[config.mk]
export PLATFORM = sky130hd
export DESIGN_NAME = msg_char_classifier
export DESIGN_NICKNAME = d
export VERILOG_FILES = /design/src/rtl/rc4_pkg.sv /design/src/rtl/msg_char_classifier.sv
export SDC_FILE = /design/constraint.sdc
export NUM_CORES = 1
export LEC_CHECK = 0
export BUFFER_PORTS_ARGS = -buffer_cell sky130_fd_sc_hd__buf_2
export CAP_MARGIN = 20
export CORE_AREA = 5 5 42 44
export DETAILED_ROUTE_END_ITERATION = 8
export DIE_AREA = 0 0 47 49
export PLACE_DENSITY_LB_ADDON = 0.3
export SYNTH_ARGS = -nofsm -noshare
export SYNTH_HDL_FRONTEND = slang
export SYNTH_SLANG_ARGS = --single-unit
[constraint.sdc]
create_clock -name vclk -period 0.8
set_input_delay 0.16 -clock vclk [all_inputs]
set_output_delay 0.16 -clock vclk [all_outputs]
set_load 0.005 [all_outputs]
[src/rtl/rc4_pkg.sv]
// rtl/rc4_pkg.sv - shared types and helpers for the RC4 decrypted-message checker
package rc4_pkg;

   typedef enum logic [2:0] {
      CHK_IDLE,
      CHK_SET_ADDR,
      CHK_WAIT,
      CHK_SAMPLE,
      CHK_ADVANCE,
      CHK_DONE
   } chk_state_e;

   localparam logic [7:0] CHAR_SPACE = 8'h20;
   localparam logic [7:0] CHAR_LO_A  = 8'h61;
   localparam logic [7:0] CHAR_LO_Z  = 8'h7A;

   function automatic logic is_msg_char(input logic [7:0] b);
      return (b == CHAR_SPACE) || ((b >= CHAR_LO_A) && (b <= CHAR_LO_Z));
   endfunction

endpackage

[src/rtl/msg_char_classifier.sv]
// rtl/msg_char_classifier.sv - combinational legal-character flag for one message byte
module msg_char_classifier
   import rc4_pkg::*;
(
   input  logic [7:0] byte_i,
   output logic       legal_o
);

   assign legal_o = is_msg_char(byte_i);

endmodule

# --- Word-level counts from Yosys, hierarchy flattened ---
# Index checks and enable logic that the tools add are counted.
word_totals:
  register_bits: 0
  input_bits: 8
  out_inout_bits: 1
  word_cells: 5
classes:
  magnitude_cmp: 2
  eq_ne: 1
  reduce_logical: 2
op_table:
  columns: ["cell", "n"]
  rows:
  - ["== test 8 x 6 -> 1 bit (second input constant)", 1]
  - [">= comparator 8 x 7 -> 1 bit (second input constant)", 1]
  - ["less-or-equal comparator 8 x 7 -> 1 bit (second input constant)", 1]
  - ["logical AND 1 bit", 1]
  - ["logical OR 1 bit", 1]

# --- Depth between registers and ports, before layout ---
logic_depth:
  ltp_word: 3
  mapped_depth: 3
  mapped_depth_nobuf: 3

# --- Worst setup path before layout ---
# OpenSTA, ideal clock, no wires.
synth_timing:
  kind: "input to output"
  from: "input port byte_i[1]"
  to: "output port legal_o"
  arrival_time_ps: 607
  t_required_ps: 640
  setup_slack_ps: 33
  path_stages: 3
  path_cell_list: "nor3_2 -> o22ai_1 -> nor3_2"
synth_via:
  elab_chain_len: 3
  elab_cells_between_ends: 5
  classes_between: "order compare (2); eq/ne (1); reduce/logical (2)"
synth_rtl:
  columns: ["element", "line_no", "rtl"]
  rows:
  - ["start, declared", "msg_char_classifier.sv:5", "input logic [7:0] byte_i,"]
  - [">= comparator 8 x 7 -> 1 bit or less-or-equal comparator 8 x 7 -> 1 bit (tied branches)", "rc4_pkg.sv:18", "return (b == CHAR_SPACE) || ((b >= CHAR_LO_A) && (b <= CHAR_LO_Z));"]
  - ["logical AND 1 bit", "rc4_pkg.sv:18", null]
  - ["logical OR 1 bit (*)", "rc4_pkg.sv:18", null]
  - ["end, declared", "msg_char_classifier.sv:6", "output logic legal_o"]
# Mark *: on every way between the ends. The rest lies on a longest branch, timed or not.

# --- Worst setup path after layout ---
layout_timing:
  from: "input port byte_i[0]"
  to: "output port legal_o"
# Same word-level chain as after synthesis.

==> impl_metrics.py <==
metrics = {
    "floorplanning": {
        "die_width_um": 47,
        "start_util_pct": 4.11,
        "io-pin-count": 9,
        "core_sq_mm": 0.00140,
        "core.rowCount": 14,
        "dieArea_sq_mm": 0.00230,
        "die_y_um": 49,
    },
    "logic_synthesis": {
        "synth-compound-area-share_pct": 28.3,
        "avgSynthCellArea_sq_um": 6.40,
        "synthAdderAreaFrac_pct": 0,
        "synth_warnings": 0,
        "synth_cell_types": 8,
        "ys_seq_area_share_pct": 0,
        "synth_xor_area_share_pct": 0,
        "synth_fp_nets": 17,
        "synth_top_cell_by_area": "nor3_2",
        "synthTopCellsByArea": "nor3_2 35%, and3_2 13%, nor2b_1 11%",
        "syn-cell-area_sq_um": 57.6,
        "synth_mux_area_share_pct": 0,
        "syn_inst": 9,
        "yosys.area.top_type_share_pct": 34.8,
        "synth-simple-area-share_pct": 71.7,
        "synth_top_family_by_area": "simple AND/OR/NAND/NOR gates",
        "synth_most_common_cell": "nor3_2",
    },
    "route": {
        "via_per_inst": 2.82,
        "drc": 0,
        "dr_total_vias": 96,
        "wire_per_inst_um": 6.65,
        "detail-route-antenna-nets": 0,
        "drt_iter0_drc": 0,
        "wirelength_um": 226,
        "dr.pass1.iters": 1,
    },
    "global_routing": {
        "grt_pass1_vias": 88,
        "grt_antenna_before_repair": 0,
        "met2_usage_pct": 2.04,
        "grt_usage_pct": 1.83,
        "grt_pass1_wl_um": 338,
        "met1_usage_pct": 3.70,
        "top_usage_layer": "met1",
        "grt_remaining_overflow": 0,
        "grt_max_degree": 4,
        "met3_usage_pct": 0,
    },
    "power": {
        "p_leak_nw": 0.0681,
        "max-vdd-ir-drop_uv": 112,
        "pwr_density_cell_mw_per_mm2": 390,
    },
    "min_path": {
        "hold_path.class": "in -> out",
        "hold_depth": 5,
        "min_to": "legal_o",
        "hp-start": "byte_i[7]",
    },
    "timing": {
        "finalSetupTns_ns": -0.168,
        "fin_ws_ns": -0.168,
        "worst_pin_slew_ns": 0.188,
        "relSlewSlack_pct": 87.3,
        "fmax_mhz": 1030,
        "drv_slew": 0,
        "setup_viol": 1,
        "rsz0062_at_grt": "true",
        "period_needed_ns": 0.968,
        "final_hold_viol_count": 0,
        "hold_slack_ns": 0.672,
        "finalCritPeriodShare_pct": 121,
    },
    "cells_and_area": {
        "multi_input_area_sq_um": 73.8,
        "n_clock_buffer": 0,
        "design.seq.count": 0,
        "final_util_pct": 11.1,
        "antenna_cells": 0,
        "final_nets": 28,
        "drive_gt1_share_pct": 77.8,
        "seq_area_sq_um": 0,
        "area_growth_pct": 170,
        "n_fill_cell": 172,
    },
    "setup_path": {
        "path_class": "in -> out",
        "cp-end-kind": "output port",
        "cp.arrival_ns": 0.81,
        "cp-start-kind": "input port",
        "path_max_fanout": 2,
        "cp_data_required_time_ns": 0.64,
    },
    "status": {
        "violations": "negative setup slack",
        "status": "finished, violations left",
    },
    "clock_network": {
        "post_cts_buffers": 0,
    },
    "place": {
        "gp_congestion": 0.613,
        "place_worst_setup_slack_ns": -0.230,
        "port-buffer-count": 9,
    },
    "flow_run": {
        "cap_viol_max_count": 0,
    },
}
[metal layers]
metal	wire length (um)	up-vias
met4	0	0
met2	52	9
met1	106	35
met5	0	-
li1	-	52
met3	67	0
[critical path, stage by stage]
cell	delay, ns
buf_8	0.10
nor3_4	0.18
and3_2	0.20
nor3_2	0.04
buf_2	0.13
[cell usage in the layout, fill, tap and decap left out, drive strengths merged]
| master | count |
|---|---|
| a21oi | 1 |
| nor3 | 2 |
| nand2 | 1 |
| nor2b | 1 |
| buf | 9 |
| nor2 | 1 |
| o21ai | 1 |
| o22ai | 1 |
| and3 | 1 |
[kinds of logic (layout without fill, tap and decap cells)]
family | count (synthesis) | count (layout)
AND/OR/NAND/NOR | 6 | 6
AO/OA/AOI/OAI | 3 | 3
buffers and inverters | 0 | 9
[layout make-up]
cell class / instances / share of cell area, %
Tap cell: 16 / 12.9
Timing Repair Buffer: 9 / 39.5
Multi-Input combinational cell: 9 / 47.6
[worst max-delay path by stage]
stage | start | endpoint | slack, ns | depth (start not counted)
3_3_place_gp | byte_i[1] | legal_o | -0.22 | 5
2_1_floorplan | byte_i[1] | legal_o | 0.03 | 3
3_5_place_dp | byte_i[1] | legal_o | -0.23 | 5
4_1_cts | byte_i[4] | legal_o | -0.19 | 5
6_report | byte_i[0] | legal_o | -0.17 | 5
5_1_grt | byte_i[0] | legal_o | -0.23 | 5
[through the flow]
step,std cells,power (W),area [sq um]
2_1_floorplan,9,0.0000149,57.6
3_3_place_gp,34,0.0000420,123
3_5_place_dp,34,0.0000427,123
4_1_cts,34,0.0000567,148
5_1_grt,34,0.0000669,155
6_report,34,0.0000605,155
[where the power goes]
part | internal (W) | switching [W] | leakage (nW)
registers | 0 | 0 | 0
clock network | 0 | 0 | 0
logic | 0.0000356 | 0.0000249 | 0.0681
total | 0.0000356 | 0.0000249 | 0.0681
[what timing repair did]
item,4_1_cts,5_1_grt
hold endpoints to repair,0,0
endpoints found under the setup margin,1,1
hold buffers,0,0
pin swaps,3,2
resized for setup,5,2
Power figures use the tool's default switching activity.
